### config.mk
export PLATFORM = sky130hd
export DESIGN_NAME = mac_accum_flat
export DESIGN_NICKNAME = d
export VERILOG_FILES = /design/src/rtl/mac_accum_pkg.sv /design/src/rtl/mac_accum_if.sv /design/src/rtl/mac_acc_add.sv /design/src/rtl/mac_accum.sv /design/src/flat_wrapper.sv
export SDC_FILE = /design/constraint.sdc
export NUM_CORES = 1
export LEC_CHECK = 0
export BUFFER_PORTS_ARGS = -buffer_cell sky130_fd_sc_hd__buf_2
export CAP_MARGIN = 20
export CORE_AREA = 2 2 144 76
export CTS_BUF_LIST = sky130_fd_sc_hd__clkbuf_4 sky130_fd_sc_hd__clkbuf_8 sky130_fd_sc_hd__clkbuf_16
export DETAILED_ROUTE_END_ITERATION = 6
export DIE_AREA = 0 0 146 78
export SLEW_MARGIN = 10
export SYNTH_ARGS = -nofsm -noshare
export SYNTH_HDL_FRONTEND = slang
export SYNTH_SLANG_ARGS = --single-unit
### constraint.sdc
create_clock -name clk -period 6.1 [get_ports clk]
set_input_delay 1.22 -clock clk [delete_from_list [all_inputs] [get_ports clk]]
set_output_delay 1.22 -clock clk [all_outputs]
set_load 0.02 [all_outputs]
### src/rtl/mac_accum_pkg.sv
// mac_accum_pkg: shared types and constants for the MAC accumulator slice.
//   state_t   : accumulator FSM states (IDLE / ACCUM / HOLD)
//   P_W       : width of the unsigned 8x8 product feeding the accumulator
//   ACC_W_DEF : default accumulator / result width
//   LEN_W_DEF : default width of the group-length input
package mac_accum_pkg;

  typedef enum logic [1:0] {
    IDLE  = 2'd0,
    ACCUM = 2'd1,
    HOLD  = 2'd2
  } state_t;

  localparam int P_W       = 16;
  localparam int ACC_W_DEF = 32;
  localparam int LEN_W_DEF = 8;

endpackage

### src/rtl/mac_accum_if.sv
// mac_accum_if: product-in / result-out handshake bundle of mac_accum.
//   len, p_in, in_valid, in_ready     : product stream (ready/valid)
//   acc_out, ovf, out_valid, out_ready: completed-group result (ready/valid)
//   master : producer / consumer side (testbench or surrounding logic)
//   slave  : the accumulator itself
interface mac_accum_if
  import mac_accum_pkg::*;
#(
  parameter int ACC_W = ACC_W_DEF,
  parameter int LEN_W = LEN_W_DEF
);

  logic [LEN_W-1:0] len;
  logic [P_W-1:0]   p_in;
  logic             in_valid;
  logic             in_ready;
  logic [ACC_W-1:0] acc_out;
  logic             ovf;
  logic             out_valid;
  logic             out_ready;

  modport master (
    output len, p_in, in_valid, out_ready,
    input  in_ready, acc_out, ovf, out_valid
  );

  modport slave (
    input  len, p_in, in_valid, out_ready,
    output in_ready, acc_out, ovf, out_valid
  );

endinterface

### src/rtl/mac_acc_add.sv
// mac_acc_add: accumulator adder with carry-out.
//   a     : current accumulator value (ACC_W)
//   b     : unsigned product, zero-extended to ACC_W
//   sum   : a + b, wrapped modulo 2^ACC_W, or clamped to all-ones on carry
//           when MAC_ACCUM_SAT_EN is defined
//   carry : carry out of bit ACC_W-1
// Configuration macro: MAC_ACCUM_SAT_EN (saturating accumulate).
module mac_acc_add
  import mac_accum_pkg::*;
#(
  parameter int ACC_W = ACC_W_DEF
) (
  input  logic [ACC_W-1:0] a,
  input  logic [P_W-1:0]   b,
  output logic [ACC_W-1:0] sum,
  output logic             carry
);

  logic [ACC_W:0] full_s;

  // one bit wider than the accumulator so the carry is visible
  always_comb begin
    full_s = {1'b0, a} + {{(ACC_W - P_W + 1){1'b0}}, b};
    carry  = full_s[ACC_W];
`ifdef MAC_ACCUM_SAT_EN
    // once clamped, any further non-zero product carries again, so the
    // accumulator stays pinned at all-ones for the rest of the group
    if (full_s[ACC_W]) begin
      sum = {ACC_W{1'b1}};
    end else begin
      sum = full_s[ACC_W-1:0];
    end
`else
    sum = full_s[ACC_W-1:0];
`endif
  end

endmodule

### src/rtl/mac_accum.sv
// mac_accum: sums groups of len unsigned 16-bit products and presents each
// group total with a sticky overflow flag.
//   clk   : single clock, rising edge
//   rst_n : synchronous active-low reset
//   clr   : synchronous abort of the current group (beats that cycle dropped)
//   bus   : mac_accum_if.slave -- len/p_in/in_valid/in_ready product stream,
//           acc_out/ovf/out_valid/out_ready result handshake
// Configuration macro: MAC_ACCUM_SAT_EN (saturate instead of wrap on overflow,
// implemented inside mac_acc_add).
module mac_accum
  import mac_accum_pkg::*;
#(
  parameter int ACC_W = ACC_W_DEF,
  parameter int LEN_W = LEN_W_DEF
) (
  input  logic       clk,
  input  logic       rst_n,
  input  logic       clr,
  mac_accum_if.slave bus
);

  state_t           state_r;
  state_t           state_nx_s;
  logic             in_ready_r;
  logic             in_ready_nx_s;
  logic             out_valid_r;
  logic             out_valid_nx_s;
  logic [ACC_W-1:0] acc_r;
  logic             ovf_r;
  logic [LEN_W-1:0] rem_r;

  logic             beat_s;
  logic             first_s;
  logic             single_s;
  logic [LEN_W-1:0] len_m1_s;
  logic [ACC_W-1:0] add_a_s;
  logic [ACC_W-1:0] sum_s;
  logic             carry_s;

  assign beat_s   = bus.in_valid & in_ready_r;
  assign first_s  = (state_r == IDLE);
  // len of 0 behaves as 1: both leave nothing remaining after the first beat
  assign single_s = (bus.len <= LEN_W'(1));
  assign len_m1_s = single_s ? {LEN_W{1'b0}} : (bus.len - LEN_W'(1));
  // the first beat of a group adds to zero, which also clears old overflow
  assign add_a_s  = first_s ? {ACC_W{1'b0}} : acc_r;

  mac_acc_add #(
    .ACC_W (ACC_W)
  ) u_add (
    .a     (add_a_s),
    .b     (bus.p_in),
    .sum   (sum_s),
    .carry (carry_s)
  );

  // state register and registered handshake outputs
  always_ff @(posedge clk) begin
    if (!rst_n) begin
      state_r     <= IDLE;
      in_ready_r  <= 1'b1;
      out_valid_r <= 1'b0;
    end else begin
      state_r     <= state_nx_s;
      in_ready_r  <= in_ready_nx_s;
      out_valid_r <= out_valid_nx_s;
    end
  end

  // next-state selection; clr overrides every transition
  always_comb begin
    state_nx_s = state_r;
    case (state_r)
      IDLE: begin
        if (beat_s) begin
          if (single_s) begin
            state_nx_s = HOLD;
          end else begin
            state_nx_s = ACCUM;
          end
        end else begin
          state_nx_s = IDLE;
        end
      end
      ACCUM: begin
        if (beat_s && (rem_r == LEN_W'(1))) begin
          state_nx_s = HOLD;
        end else begin
          state_nx_s = ACCUM;
        end
      end
      HOLD: begin
        if (bus.out_ready) begin
          state_nx_s = IDLE;
        end else begin
          state_nx_s = HOLD;
        end
      end
      default: begin
        state_nx_s = IDLE;
      end
    endcase
    if (clr) begin
      state_nx_s = IDLE;
    end else begin
      state_nx_s = state_nx_s;
    end
  end

  // handshake outputs decoded from the next state so they register with it
  always_comb begin
    in_ready_nx_s  = 1'b1;
    out_valid_nx_s = 1'b0;
    case (state_nx_s)
      IDLE: begin
        in_ready_nx_s  = 1'b1;
        out_valid_nx_s = 1'b0;
      end
      ACCUM: begin
        in_ready_nx_s  = 1'b1;
        out_valid_nx_s = 1'b0;
      end
      HOLD: begin
        in_ready_nx_s  = 1'b0;
        out_valid_nx_s = 1'b1;
      end
      default: begin
        in_ready_nx_s  = 1'b1;
        out_valid_nx_s = 1'b0;
      end
    endcase
  end

  // accumulator, sticky overflow and remaining-beat counter
  always_ff @(posedge clk) begin
    if (!rst_n) begin
      acc_r <= {ACC_W{1'b0}};
      ovf_r <= 1'b0;
      rem_r <= {LEN_W{1'b0}};
    end else if (clr) begin
      acc_r <= {ACC_W{1'b0}};
      ovf_r <= 1'b0;
      rem_r <= {LEN_W{1'b0}};
    end else if (beat_s) begin
      acc_r <= sum_s;
      if (first_s) begin
        ovf_r <= carry_s;
        rem_r <= len_m1_s;
      end else begin
        ovf_r <= ovf_r | carry_s;
        rem_r <= rem_r - LEN_W'(1);
      end
    end else begin
      acc_r <= acc_r;
      ovf_r <= ovf_r;
      rem_r <= rem_r;
    end
  end

  assign bus.in_ready  = in_ready_r;
  assign bus.out_valid = out_valid_r;
  assign bus.acc_out   = acc_r;
  assign bus.ovf       = ovf_r;

endmodule

### src/flat_wrapper.sv
// flat-port wrapper written by rule: the top's interface ports become plain ports
module mac_accum_flat import mac_accum_pkg::*;
#(
  parameter int ACC_W = ACC_W_DEF,
  parameter int LEN_W = LEN_W_DEF
)
  (clk, rst_n, clr, bus_len, bus_p_in, bus_in_valid, bus_out_ready, bus_in_ready, bus_acc_out, bus_ovf, bus_out_valid);
  mac_accum_if #(.ACC_W(ACC_W), .LEN_W(LEN_W)) bus_i ();
  input  logic clk;
  input  logic rst_n;
  input  logic clr;
  input wire logic [$bits(bus_i.len)-1:0] bus_len;
  input wire logic [$bits(bus_i.p_in)-1:0] bus_p_in;
  input wire logic [$bits(bus_i.in_valid)-1:0] bus_in_valid;
  input wire logic [$bits(bus_i.out_ready)-1:0] bus_out_ready;
  output wire logic [$bits(bus_i.in_ready)-1:0] bus_in_ready;
  output wire logic [$bits(bus_i.acc_out)-1:0] bus_acc_out;
  output wire logic [$bits(bus_i.ovf)-1:0] bus_ovf;
  output wire logic [$bits(bus_i.out_valid)-1:0] bus_out_valid;
  assign bus_i.len = bus_len;
  assign bus_i.p_in = bus_p_in;
  assign bus_i.in_valid = bus_in_valid;
  assign bus_i.out_ready = bus_out_ready;
  assign bus_in_ready = bus_i.in_ready;
  assign bus_acc_out = bus_i.acc_out;
  assign bus_ovf = bus_i.ovf;
  assign bus_out_valid = bus_i.out_valid;
  mac_accum #(.ACC_W(ACC_W), .LEN_W(LEN_W)) u_core (.clk(clk), .rst_n(rst_n), .clr(clr), .bus(bus_i));
endmodule
==> impl_results.md <==
* Static leakage at 1.52 nW
* Hold Path Class: reg -> reg
* Post-Syn Instances at 434
* Max clock buf depth at 2
* RSZ-0062 raised after global routing: false
* CP Launch Type: flop
* Post-synthesis cell area at roughly 0.0032 mm^2
* Worst-skew pair later-pin latency at 300 ps
* Internal at 499 uW
* #FFs+latches synth at 45
* Maxcap violations at 0
* Critical path depth at 10
* Post-route setup slack at 2380 ps
* Register share of total power at 0.440
* Routability cong. at 0.871
* Main flop type after synthesis: dfxtp_1
* Relative slew margins at 0.232
* Worst r2r src: u_core.state_r[0]
* DR iter-0 viols at 242
* Switching power total at 196 uW
* Initial core utilization at 0.324
* Comb power frac at 0.148
* Routed WL at 9150 um
* CTS Buf Count at 5
* Count of cells resized by post-cts repair at 0
* Worst VDD drop at 0.0952 mV
* # port buffers at 63
* WS Path Type: reg -> reg
* CP required at 6300 ps
* Crit path max-delay family: compound AO/OA/AOI/OAI gates
* Num rows at 26
* Outcome: complete, no violations
* CTS Hold Bufs at 0
* Worst-Margin Slew at 1150 ps
* Yosys cell types at 61
* CP Capture Point: u_core.bus.acc_out[24]
* DRC Markers at 0
* Vias in the first global route at about 3000
* Io pins at 64
* Cell Chain, Critical Path: or2_2 > and2_1 > ha_1 > fa_1 > a21oi_1 > o211ai_1 > nand4_1 > a22oi_1 > a21oi_1 > a31o_2
* Area grow syn2layout at 17.4%
* Synthesized area per cell at 7.48 um^2
* Critical Path Sink Type: flop
* Largest net degree at the start of global routing at 31
* Async S/R FF share, synth at 0
* Die ar. at 0.0114 mm^2
* Nets at 535
* Drt pass-1 iters at 5
* WP data arrival at 3920 ps
* H-tree levels at 2
* Setup violators final at 0
* Layout cell share with drive strength beyond 1 at 0.183
* Final setup skew at 4.72 ps
* Die boundary height at 78 um
* Reg clk slew, reported paths at approximately 70 ps
* Antenna-violating nets left at 0
* CP most frequent cell: a21oi_1
* Slowest CP cell: a22oi_1
* Global-route usage over all layers at 0.162
* Period utilization at 0.610
* First-pass GRT wire length at 15000 um
* Vias per cell at 5.30
* DR WL/cell at 14.6 um
* Clock Power Share at 0.412
* Worst Path Buf+Inv at 0
* Switch share at 0.282
* Worst reg2reg path depth at 10
* Max-slew violation count at 0
* Pwr Density at 183 mW/mm^2
* Crit Path Max Fanout at 23
* EDFF count, synth at 0
* # diodes at 0
* Mapped Nets at about 480
* CTS sink count at 45
* Reg2reg end: u_core.bus.acc_out[24]
* Worst reg-to-reg setup slack at 2380 ps
* Crit. Startpoint: u_core.state_r[0]
* Min Tclk post-route at 3720 ps
* Number of setup buffers added after CTS at 0
* Setup_tns at 0 ps
* Sequential area share after synthesis at 0.278
* Total gr overflow at 0
* YS warnings at 0
* Hold Violations, Final at 0
* Initial antenna violation count at 0
* Fmax at 269 MHz
* CTS root buffer: clkbuf_16
* DPL Wire Length at 6560 um
* DP Worst Slack at about 2400 ps
* Slowest stage delay, CP at 940 ps
* Core area at between 0.01 and 0.015 mm^2
* CTS tree: yes
* Vias post-DR at 3318
* Die width at 146 um
## worst reg2reg max path: cells and delay by family (launching register included)
family / cells / cell delay (ps)
compound gates: 5 / 1820
simple gates: 3 / 830
flops: 1 / 540
fa+ha+maj: 2 / 430
## layer usage
| metal | share of wire | global-route usage | routed length (um) | vias up |
|---|---|---|---|---|
| li1 | - | - | - | 1686 |
| met1 | 0.50 | 0.220 | 4610 | 1557 |
| met2 | 0.43 | 0.256 | 3930 | 66 |
| met3 | 0.055 | 0.0394 | 501 | 9 |
| met4 | 0.013 | 0.0476 | 115 | 0 |
| met5 | 0 | 0 | 0 | - |
## layout make-up
type,instances,area (um^2)
Sequential cell,45,901
Timing Repair Buffer,67,345
Clock inverter,1,7.51
Clock buffer,7,140
Inverter,12,45.0
Multi-Input combinational cell,354,2200
Fill cell,1091,6210
Tap cell,140,175
## cell usage in the layout (no fill, tap or decap), drive strengths merged, types with 5 or more instances in the layout
master / synthesis / routed
a21oi: 47 / 47
a31o: 6 / 6
and2: 18 / 18
buf: 4 / 67
clkbuf: 19 / 7
dfxtp: 45 / 45
ha: 20 / 20
inv: 12 / 12
nand2: 58 / 58
nand3: 19 / 19
nand4: 13 / 13
nor2: 37 / 37
nor3: 13 / 13
nor4: 9 / 9
o211ai: 5 / 5
o21ai: 27 / 27
xnor2: 13 / 13
xor2: 6 / 6
## cells by family after synthesis
group,synth area share
AO/OA/AOI/OAI,0.248
XOR/XNOR,0.0513
adder cells (fa/ha/maj),0.0833
buffers and inverters,0.0455
flip-flops,0.278
multiplexers,0.0127
AND/OR/NAND/NOR,0.281
## Yosys cell counts, types with 6 or more instances
cell type | n | area [um^2]
nor2_1 | 36 | 135
xor2_1 | 6 | 52.6
and2_1 | 18 | 113
nand4_1 | 13 | 81.3
a21oi_1 | 46 | 230
ha_1 | 20 | 250
xnor2_1 | 13 | 114
dfxtp_1 | 45 | 901
nor3_1 | 13 | 65.1
nand3_1 | 19 | 95.1
inv_1 | 12 | 45.0
clkbuf_1 | 19 | 71.3
o21ai_0 | 26 | 130
nor4_1 | 7 | 43.8
nand2_1 | 58 | 218
## worst min path at each step
stage                               start                    end  slack (ps)  cells after the start
detailed placement  u_core.bus.acc_out[7]  u_core.bus.acc_out[7]         450                      2
CTS                 u_core.bus.acc_out[0]  u_core.bus.acc_out[0]         460                      2
floorplan                 u_core.rem_r[6]        u_core.rem_r[6]         450                      2
global placement    u_core.bus.acc_out[3]  u_core.bus.acc_out[3]         450                      2
finish              u_core.bus.acc_out[7]  u_core.bus.acc_out[7]         460                      2
global route        u_core.bus.acc_out[6]  u_core.bus.acc_out[6]         480                      2
## power by group through the flow
stage / Sequential, mW / Combinational, mW / Clock [mW]
after detailed placement: 0.313 / 0.103 / 0
after floorplan: 0.315 / 0.0663 / 0
after global routing: 0.307 / 0.114 / 0.305
after global placement: 0.312 / 0.102 / 0
after CTS: 0.306 / 0.103 / 0.295
final: 0.306 / 0.103 / 0.287
## registers in the layout, indices dropped and copies added, names as in the netlist
signal,cells
u_core.bus.in_ready,1
u_core.state_r,2
u_core.bus.ovf,1
u_core.bus.out_valid,1
u_core.bus.acc_out,32
u_core.rem_r,8
## per-stage QoR
step / utilization / std cells / instance area (um^2) / total power [mW] / hold WS (ps)
final: 0.380 / 626 / 3810 / 0.696 / 462
after global routing: 0.380 / 626 / 3810 / 0.726 / 484
after CTS: 0.380 / 626 / 3810 / 0.704 / 465
after detailed placement: 0.366 / 618 / 3660 / 0.415 / 454
after global placement: 0.366 / 618 / 3660 / 0.415 / 449
after floorplan: - / 434 / 3240 / 0.382 / 449
(Power assumes the default switching activity.)
